[src/rtl/adder_pkg.sv]
// Shared definitions for the adder subsystem: counting-stage FSM encoding,
// result record layout and statistic width.
package adder_pkg;

  localparam int unsigned DATA_W = 8;
  localparam int unsigned STAT_W = 16;

  typedef enum logic [1:0] {
    ST_IDLE = 2'd0,
    ST_RUN  = 2'd1,
    ST_SAT  = 2'd2
  } cnt_state_e;

  // Result record as carried through the skid buffer: {sat, carry, data}.
  typedef struct packed {
    logic              sat;
    logic              carry;
    logic [DATA_W-1:0] data;
  } res_rec_t;

endpackage

[src/rtl/incr_skid_buf.sv]
// Two-entry valid/ready buffer for result records; ready_o is a registered
// "at most one entry held" flag so the producer never sees a full-path timing arc.
module incr_skid_buf #(
  parameter int unsigned PW = 10
) (
  input  logic          clk,
  input  logic          reset,
  input  logic          push_i,
  input  logic [PW-1:0] push_data_i,
  output logic          ready_o,
  output logic          valid_o,
  input  logic          pop_i,
  output logic [PW-1:0] data_o
);

  logic [PW-1:0] m0_q, m0_d, m1_q, m1_d;
  logic          v0_q, v0_d, v1_q, v1_d;
  logic          ready_q, ready_d;
  logic          pop;

  assign pop = pop_i & v0_q;

  // Slot 0 is always the head; a pop shifts slot 1 forward before any push lands.
  always_comb begin
    m0_d = m0_q;
    m1_d = m1_q;
    v0_d = v0_q;
    v1_d = v1_q;
    if (pop) begin
      m0_d = m1_q;
      v0_d = v1_q;
      v1_d = 1'b0;
    end
    if (push_i) begin
      if (!v0_d) begin
        m0_d = push_data_i;
        v0_d = 1'b1;
      end else begin
        m1_d = push_data_i;
        v1_d = 1'b1;
      end
    end
    ready_d = ~(v0_d & v1_d);
  end

  always_ff @(posedge clk) begin
    if (reset) begin
      m0_q    <= '0;
      m1_q    <= '0;
      v0_q    <= 1'b0;
      v1_q    <= 1'b0;
      ready_q <= 1'b1;
    end else begin
      m0_q    <= m0_d;
      m1_q    <= m1_d;
      v0_q    <= v0_d;
      v1_q    <= v1_d;
      ready_q <= ready_d;
    end
  end

  assign ready_o = ready_q;
  assign valid_o = v0_q;
  assign data_o  = m0_q;

endmodule

[src/rtl/incr_count_stage.sv]
// Counting stage: accepts increment events, updates a running count and emits
// {sat, carry, count} records through a 2-entry skid buffer.
// Optional accepted-increment statistic enabled by INCR_COUNT_STAT_EN.
module incr_count_stage
  import adder_pkg::*;
#(
  parameter int unsigned WIDTH   = DATA_W,
  parameter bit          WRAP    = 1'b1,
  parameter int unsigned CLR_VAL = 0
) (
  input  logic              clk,
  input  logic              reset,
  input  logic              clr,
  input  logic              ev_valid,
  input  logic              ev_inc,
  output logic              ev_ready,
  output logic              res_valid,
  input  logic              res_ready,
  output logic [WIDTH-1:0]  res_data,
  output logic              res_carry,
  output logic              res_sat,
  output logic [STAT_W-1:0] stat_incs
);

  localparam int unsigned      PW       = WIDTH + 2;
  localparam logic [WIDTH-1:0] CNT_INIT = WIDTH'(CLR_VAL);
  localparam logic [WIDTH-1:0] CNT_MAX  = '1;

  cnt_state_e       state_q, state_d;
  logic [WIDTH-1:0] count_q, count_d;
  logic [WIDTH:0]   sum;
  logic             accept, buf_ready, push_sat, push_carry;
  logic [PW-1:0]    push_rec, out_rec;

  // clr blocks acceptance in the same cycle so the source retries the event.
  assign ev_ready = buf_ready & ~clr;
  assign accept   = ev_valid & ev_ready;
  assign sum      = {1'b0, count_q} + (WIDTH+1)'(ev_inc);

  always_comb begin
    state_d    = state_q;
    count_d    = count_q;
    push_carry = 1'b0;
    push_sat   = 1'b0;
    if (clr) begin
      state_d = ST_IDLE;
      count_d = CNT_INIT;
    end else if (accept) begin
      if (WRAP) begin
        count_d    = sum[WIDTH-1:0];
        push_carry = sum[WIDTH];
        state_d    = ST_RUN;
      end else if (state_q == ST_SAT || (ev_inc && count_q == CNT_MAX)) begin
        count_d  = CNT_MAX;
        push_sat = 1'b1;
        state_d  = ST_SAT;
      end else begin
        count_d = sum[WIDTH-1:0];
        state_d = ST_RUN;
      end
    end
    push_rec = {push_sat, push_carry, count_d};
  end

  always_ff @(posedge clk) begin
    if (reset) begin
      state_q <= ST_IDLE;
      count_q <= CNT_INIT;
    end else begin
      state_q <= state_d;
      count_q <= count_d;
    end
  end

  incr_skid_buf #(.PW(PW)) u_skid (
    .clk         (clk),
    .reset       (reset),
    .push_i      (accept),
    .push_data_i (push_rec),
    .ready_o     (buf_ready),
    .valid_o     (res_valid),
    .pop_i       (res_ready),
    .data_o      (out_rec)
  );

  assign {res_sat, res_carry, res_data} = out_rec;

`ifdef INCR_COUNT_STAT_EN
  logic [STAT_W-1:0] stat_q, stat_d;

  // Saturating count of accepted increment requests; clr does not touch it.
  always_comb begin
    stat_d = stat_q;
    if (accept && ev_inc && stat_q != '1) stat_d = stat_q + STAT_W'(1);
  end

  always_ff @(posedge clk) begin
    if (reset) stat_q <= '0;
    else       stat_q <= stat_d;
  end

  assign stat_incs = stat_q;
`else
  assign stat_incs = '0;
`endif

endmodule

[config.mk]
export PLATFORM = sky130hd
export DESIGN_NAME = incr_count_stage
export DESIGN_NICKNAME = d
export VERILOG_FILES = /design/src/rtl/adder_pkg.sv /design/src/rtl/incr_skid_buf.sv /design/src/rtl/incr_count_stage.sv
export SDC_FILE = /design/constraint.sdc
export NUM_CORES = 1
export LEC_CHECK = 0
export ABC_CLOCK_PERIOD_IN_PS = 2300
export CORE_MARGIN = 10
export CORE_UTILIZATION = 49
export CTS_CLUSTER_DIAMETER = 100
export DETAILED_ROUTE_END_ITERATION = 12
export GPL_TIMING_DRIVEN = 0
export PLACE_DENSITY = 0.78
export SLEW_MARGIN = 20
export SYNTH_ARGS = -nofsm -noshare
export SYNTH_HDL_FRONTEND = slang
export SYNTH_SLANG_ARGS = --single-unit
[constraint.sdc]
create_clock -name clk -period 2.3 [get_ports clk]
set_clock_uncertainty 0.15 [all_clocks]
set_input_delay 0.46 -clock clk [delete_from_list [all_inputs] [get_ports clk]]
set_output_delay 0.46 -clock clk [all_outputs]
set_load 0.005 [all_outputs]
==> flow_metrics.env, run 1 <==
export IMPL_status="completed"
export IMPL_drt_pass1_iterations=4
export IMPL_cp_data_required_time_ns=1.69
export IMPL_synth_warnings=0
export IMPL_hold_violation_count_in_the_final_report=0
export IMPL_fp_dieH_microns=75.2
export IMPL_crit_path_max_fanout=9
export IMPL_detail_route_antenna_nets=0
export IMPL_die_width_microns=75.2
export IMPL_crit_path_start_kind="input port"
export IMPL_synth_area_per_cell_sq_um=9.10
export IMPL_postLayoutCoreUtil_pct=64.6
export IMPL_postSynthCellCount=164
export IMPL_clk_pin_slew_worst_paths_ns=0.09
export IMPL_layout_common_cells="30 x sky130_fd_sc_hd__dfxtp_1, 19 x sky130_fd_sc_hd__nor2_1, 17 x sky130_fd_sc_hd__buf_4"
export IMPL_pwr_share_clk_pct=39.0
export IMPL_power_report_internal_total_uw=852
export IMPL_cellLeakagePower_uw=0.000710
export IMPL_synth_top_flop_cell="sky130_fd_sc_hd__dfxtp_1"
export IMPL_fp_dieArea_sq_um=5650
export IMPL_worstSetupEndpoint="ev_ready"
export IMPL_start_util_pct=52.8
export IMPL_gpl_final_weighted_congestion=0.869
export IMPL_period_needed_ns=2.12
export IMPL_mostFrequentLayoutCell="sky130_fd_sc_hd__dfxtp_1"
export IMPL_worst_skew_pair_late_latency_ns=0.33
export IMPL_pin_count_of_the_biggest_net_entering_global_routing=11
export IMPL_synth_edff_count=0
export IMPL_rrSetupSlack_ns=0.47
export IMPL_tns_ns=0
export IMPL_max_slew_worst_pin_slew_ns=0.585
export IMPL_cts_sinks=30
export IMPL_cts_setup_buffers=0
export IMPL_cts_buffers=5
export IMPL_globalRouteOverflowTotal=0
export IMPL_initialDrtViolationCount=59
export IMPL_antennaDiodeCount=0
export IMPL_async_set_or_reset_register_ratio_after_synthesis_pct=0
export IMPL_syn_cell_area_sq_um=1490
export IMPL_routed_wirelength_microns=3450
export IMPL_timing_critical_path_arrival_ns=1.51
export IMPL_max_vdd_ir_drop_mv=0.440
export IMPL_placementRows=19
export IMPL_post_layout_nets=210
export IMPL_antenna_found_initial=0
export IMPL_cts_root_buffer_cell="sky130_fd_sc_hd__clkbuf_4"
export IMPL_cts_hold_repair_buffers=0
export IMPL_drt_wirelength_per_cell_microns=14.8
export IMPL_global_route_usage_total_pct=13.2
export IMPL_worst_r2r_path_depth=6
export IMPL_seq_area_frac_synth_pct=40.2
export IMPL_power_switching_uw=250
export IMPL_dp_hpwl_microns=2630
export IMPL_timing_fmax_ghz=0.473
export IMPL_yosysUniqueCellTypes=37
export IMPL_port_buffers=16
export IMPL_power_switching_share_pct=22.7
export IMPL_detail_route_drc_violations=0
export IMPL_finalMaxSlewViolations=0
export IMPL_first_global_vias=1228
export IMPL_worst_r2r_endpoint="u_skid.data_o[6]"
export IMPL_via_per_inst=5.26
export IMPL_timing_slew_headroom_pct=61.0
export IMPL_relative_contribution_of_combinational_cells_to_total_power_pct=12.0
export IMPL_timing_critical_path_to_type="output pin"
export IMPL_drv_cap=0
export IMPL_core_area_sq_um=2830
export IMPL_htree_levels=2
export IMPL_grt_first_pass_wirelength_microns=5710
export IMPL_flop_and_latch_count_out_of_synthesis=30
export IMPL_setup_viol_count_final=0
export IMPL_clockBufferDepth=2
export IMPL_power_frac_seq_pct=49.1
export IMPL_drive_gt1_share_pct=20.3
export IMPL_pwr_density_cell_nw_per_um2=603
export IMPL_grt_setup_unrepaired="false"
export IMPL_crit_type="in -> out"
export IMPL_tritoncts="done"
export IMPL_hold_path_startpoint="count_q[0]"
export IMPL_regToRegStartpoint="count_q[0]"
export IMPL_via_count=1225
export IMPL_holdCritPathClass="reg -> reg"
export IMPL_fin_crit_share_pct=92.0
export IMPL_setup_worst_path_start="clr"
export IMPL_p_r_area_growth_vs_syn_pct=22.5
export IMPL_boundaryPins=34
## power groups by stage
| stage | clock network, uW | registers [uW] | logic [uW] |
|---|---|---|---|
| after global routing | 457 | 543 | 146 |
| after global placement | 0 | 552 | 127 |
| final | 429 | 541 | 132 |
| after floorplan | 0 | 553 | 79.8 |
| after CTS | 437 | 541 | 130 |
| after detailed placement | 0 | 553 | 130 |
## synth_stat cells, types with 2 or more instances
master                     count  area (sq um)
sky130_fd_sc_hd__ha_1          2          25.0
sky130_fd_sc_hd__nor2_1       19          71.3
sky130_fd_sc_hd__nand2_1      11          41.3
sky130_fd_sc_hd__o21ai_0       2          10.0
sky130_fd_sc_hd__a211oi_2      4          50.1
sky130_fd_sc_hd__buf_6         2          22.5
sky130_fd_sc_hd__and3_1        6          37.5
sky130_fd_sc_hd__nor3_1        2          10.0
sky130_fd_sc_hd__dfxtp_1      30           601
sky130_fd_sc_hd__xnor2_1       7          61.3
sky130_fd_sc_hd__nor4_1        2          12.5
sky130_fd_sc_hd__a311oi_1      2          17.5
sky130_fd_sc_hd__inv_1         3          11.3
sky130_fd_sc_hd__a21o_1        2          15.0
sky130_fd_sc_hd__clkbuf_1      5          18.8
sky130_fd_sc_hd__mux2i_1       2          20.0
sky130_fd_sc_hd__nand3_1       6          30.0
sky130_fd_sc_hd__mux2_4        2          30.0
sky130_fd_sc_hd__a211oi_1     15           113
sky130_fd_sc_hd__a21oi_1       5          25.0
sky130_fd_sc_hd__buf_4        17           128
sky130_fd_sc_hd__o21bai_1      2          15.0
sky130_fd_sc_hd__nor2_2        2          12.5
## kinds of logic after synthesis
logic type	Yosys count	synth area share, %
xor+xnor	8	4.69
other cells	1	0.251
fa+ha+maj	2	1.68
compound gates	33	17.5
simple gates	58	19.9
flops	30	40.2
mux	4	3.35
buf+inv	28	12.4
## what timing repair did
item / CTS / global route
setup endpoints to repair: 1 / 0
gates resized for setup: 1 / 0
endpoints found under the hold margin: 0 / 0
## state kept, by name, indices dropped and copies added, names as in the netlist
name / count
u_skid.v1_q: 1
u_skid.ready_o: 1
u_skid.valid_o: 1
u_skid.m1_q: 9
count_q: 8
u_skid.data_o: 10
## worst min-delay path by stage
stage | endpoint | slack (ns) | depth (start not counted)
global route | u_skid.data_o[8] | 0.36 | 2
floorplan | count_q[0] | 0.29 | 2
global placement | count_q[0] | 0.30 | 2
detailed placement | count_q[0] | 0.32 | 2
finish | count_q[0] | 0.33 | 2
CTS | count_q[0] | 0.33 | 2
## routing by layer
| metal | track usage (%) | share of wire [%] |
|---|---|---|
| met1 | 14.4 | 41 |
| met2 | 22.3 | 50 |
| met3 | 4.34 | 7.1 |
| met4 | 6.80 | 1.8 |
| met5 | 0 | 0 |
## stage by stage
stage	setup slack, ns	area, sq um	hold slack [ns]	power, uW	instances
4_1_cts	0.180	1830	0.329	1110	233
6_report	0.184	1830	0.330	1100	233
5_1_grt	0.120	1830	0.360	1150	233
3_5_place_dp	-0.165	1750	0.316	683	226
3_3_place_gp	-0.0782	1750	0.300	679	226
2_1_floorplan	0.551	1550	0.290	633	179
## critical path: stages
cell                              delay, ns
sky130_fd_sc_hd__dlygate4sd2_1         0.31
sky130_fd_sc_hd__and2b_2               0.24
sky130_fd_sc_hd__clkdlybuf4s50_1       0.50
## cell type report
type,count,area [sq um]
inverter,3,11.3
tap,31,38.8
buffer,25,174
clock inverter,1,30.0
multi-input combinational,121,763
fill,251,1000
sequential,30,601
clock buffer,6,51.3
timing repair buffer,16,159
No activity file was read; power rests on OpenSTA's default activity.
==> inputs of run 2 (changes only) <==
--- a/config.mk
+++ b/config.mk
@@ -6,12 +6,12 @@
 export NUM_CORES = 1
 export LEC_CHECK = 0
 export ABC_CLOCK_PERIOD_IN_PS = 2300
-export CORE_MARGIN = 10
 export CORE_UTILIZATION = 49
 export CTS_CLUSTER_DIAMETER = 100
 export DETAILED_ROUTE_END_ITERATION = 12
 export GPL_TIMING_DRIVEN = 0
 export PLACE_DENSITY = 0.78
+export REMOVE_ABC_BUFFERS = 1
 export SLEW_MARGIN = 20
 export SYNTH_ARGS = -nofsm -noshare
 export SYNTH_HDL_FRONTEND = slang
==> flow_metrics.env, run 2 (same netlist as run 1, synthesis figures left out) <==
export IMPL_timing_critical_path_slowest_stage_cell="sky130_fd_sc_hd__dfxtp_1"
export IMPL_timing_slew_headroom_pct=37.5
export IMPL_htree_levels=2
export IMPL_rrSetupSlack_ns=0.48
export IMPL_global_route_layer_with_the_greatest_usage="met2"
export IMPL_clockBufferDepth=2
export IMPL_antennaDiodeCount=0
export IMPL_port_buffers=17
export IMPL_placementRows=19
export IMPL_drive_gt1_share_pct=12.8
export IMPL_fin_crit_share_pct=94.9
export IMPL_drt_wirelength_per_cell_microns=13.3
export IMPL_die_width_microns=57.2
export IMPL_tritoncts="done"
export IMPL_power_switching_uw=243
export IMPL_detail_route_antenna_nets=0
export IMPL_clk_pin_slew_worst_paths_ns=0.09
export IMPL_crit_path_start_kind="flop"
export IMPL_cts_root_buffer_cell="sky130_fd_sc_hd__clkbuf_4"
export IMPL_timing_critical_path_arrival_ns=1.57
export IMPL_drt_pass1_iterations=10
export IMPL_worst_skew_pair_late_latency_ns=0.33
export IMPL_crit_path_max_fanout=14
export IMPL_max_slew_worst_pin_slew_ns=0.934
export IMPL_fp_dieArea_sq_um=3270
export IMPL_grt_first_pass_wirelength_microns=4870
export IMPL_detail_route_drc_violations=12
export IMPL_holdCritPathClass="reg -> reg"
export IMPL_cts_setup_buffers=0
export IMPL_via_per_inst=5.45
export IMPL_routed_wirelength_microns=2800
export IMPL_largest_register_ff_count=10
export IMPL_power_frac_seq_pct=52.7
export IMPL_initialDrtViolationCount=49
export IMPL_cell_breakdown_of_the_critical_path="clkdlybuf4s50_1"
export IMPL_pwr_density_cell_nw_per_um2=620
export IMPL_fp_dieH_microns=57.2
export IMPL_boundaryPins=34
export IMPL_setup_viol_count_final=0
export IMPL_cp_data_required_time_ns=1.69
export IMPL_layout_common_cells="30 x sky130_fd_sc_hd__dfxtp_1, 19 x sky130_fd_sc_hd__nor2_1, 16 x sky130_fd_sc_hd__conb_1, 16 x sky130_fd_sc_hd__clkdlybuf4s50_1, 15 x sky130_fd_sc_hd__a211oi_1"
export IMPL_max_vdd_ir_drop_mv=0.357
export IMPL_period_needed_ns=2.18
export IMPL_crit_family="flip-flops"
export IMPL_global_route_usage_total_pct=20.0
export IMPL_cts_buffers=5
export IMPL_first_global_vias=1083
export IMPL_antenna_found_initial=0
export IMPL_globalRouteMet2Util_pct=30.8
export IMPL_cpPeakStageDelay_ns=0.65
export IMPL_grt_setup_unrepaired="false"
export IMPL_dp_hpwl_microns=1990
export IMPL_cellLeakagePower_uw=0.000599
export IMPL_nFillCells=274
export IMPL_pin_count_of_the_biggest_net_entering_global_routing=24
export IMPL_relative_contribution_of_combinational_cells_to_total_power_pct=9.8
export IMPL_start_util_pct=52.8
export IMPL_pwr_share_clk_pct=37.6
export IMPL_mostFrequentLayoutCell="sky130_fd_sc_hd__dfxtp_1"
export IMPL_hold_violation_count_in_the_final_report=0
export IMPL_timing_critical_path_to_type="output pin"
export IMPL_timing_fmax_ghz=0.458
export IMPL_power_report_internal_total_uw=788
export IMPL_p_r_area_growth_vs_syn_pct=11.4
export IMPL_combined_buffer_and_inverter_count_along_the_critical_path=1
export IMPL_status="complete, but fails checks"
export IMPL_gpl_final_weighted_congestion=0.831
export IMPL_power_switching_share_pct=23.6
export IMPL_failing_checks="DRC"
export IMPL_grtUsageMet3_pct=7.03
export IMPL_via_count=1145
export IMPL_drv_cap=0
export IMPL_cts_sinks=30
export IMPL_core_area_sq_um=2830
export IMPL_gr_usage_met1_pct=24.3
export IMPL_finalMaxSlewViolations=0
export IMPL_post_layout_nets=186
export IMPL_tns_ns=0
export IMPL_crit_type="reg -> out"
export IMPL_globalRouteOverflowTotal=0
export IMPL_postLayoutCoreUtil_pct=58.8
-- run 2: cell types whose count changed in the layout (fill, tap and decap cells not counted), sizes merged --
cell           before  now
buf                19    0
bufinv              1    0
clkdlybuf4s50      15   16
clkbuf             12    8
-- run 2: worst paths after layout --
kind              depth (start not counted)      startpoint               end
setup / recovery                          1  u_skid.valid_o         res_valid
hold / removal                            2      count_q[0]        count_q[0]
setup reg to reg                          6      count_q[0]  u_skid.data_o[6]
hold reg to reg                           2      count_q[0]        count_q[0]
-- run 2: area by class of cell --
cell class / count / area (sq um) / area share, %
Sequential cell: 30 / 601 / 36.1
Tap cell: 31 / 38.8 / 2.33
Multi-Input combinational cell: 121 / 764 / 46.0
Inverter: 3 / 11.3 / 0.677
Timing Repair Buffer: 17 / 169 / 10.2
Clock buffer: 8 / 78.8 / 4.74
-- run 2: per-stage QoR --
step | std cells | total power [uW] | cell area [sq um] | worst slack (ns) | hold slack (ns)
floorplan | 154 | 602 | 1380 | 0.456 | 0.290
global placement | 202 | 653 | 1580 | -0.312 | 0.301
detailed placement | 202 | 655 | 1580 | -0.345 | 0.320
CTS | 210 | 1040 | 1660 | 0.00998 | 0.336
global route | 210 | 1090 | 1660 | 0.0155 | 0.352
finish | 210 | 1030 | 1660 | 0.116 | 0.332
-- run 2: power groups by stage --
stage	Combinational [uW]	Sequential (uW)	Clock, uW
after floorplan	48.0	554	0
after global placement	98.4	554	0
after detailed placement	100	555	0
after CTS	101	543	400
after global routing	111	545	430
final	101	543	387
-- run 2: per-layer routing --
layer | vias up | share of wire (%)
met5 | - | 0
met4 | 0 | 2.6
met3 | 7 | 5.2
met2 | 36 | 46
met1 | 530 | 46
li1 | 572 | -
-- run 2: what timing repair did --
action	CTS	global route
resized for setup	1	1
endpoints found under the hold margin	0	0
gates cloned	0	0
hold buffers	0	0
setup endpoints to repair	1	9
pin swaps	0	0
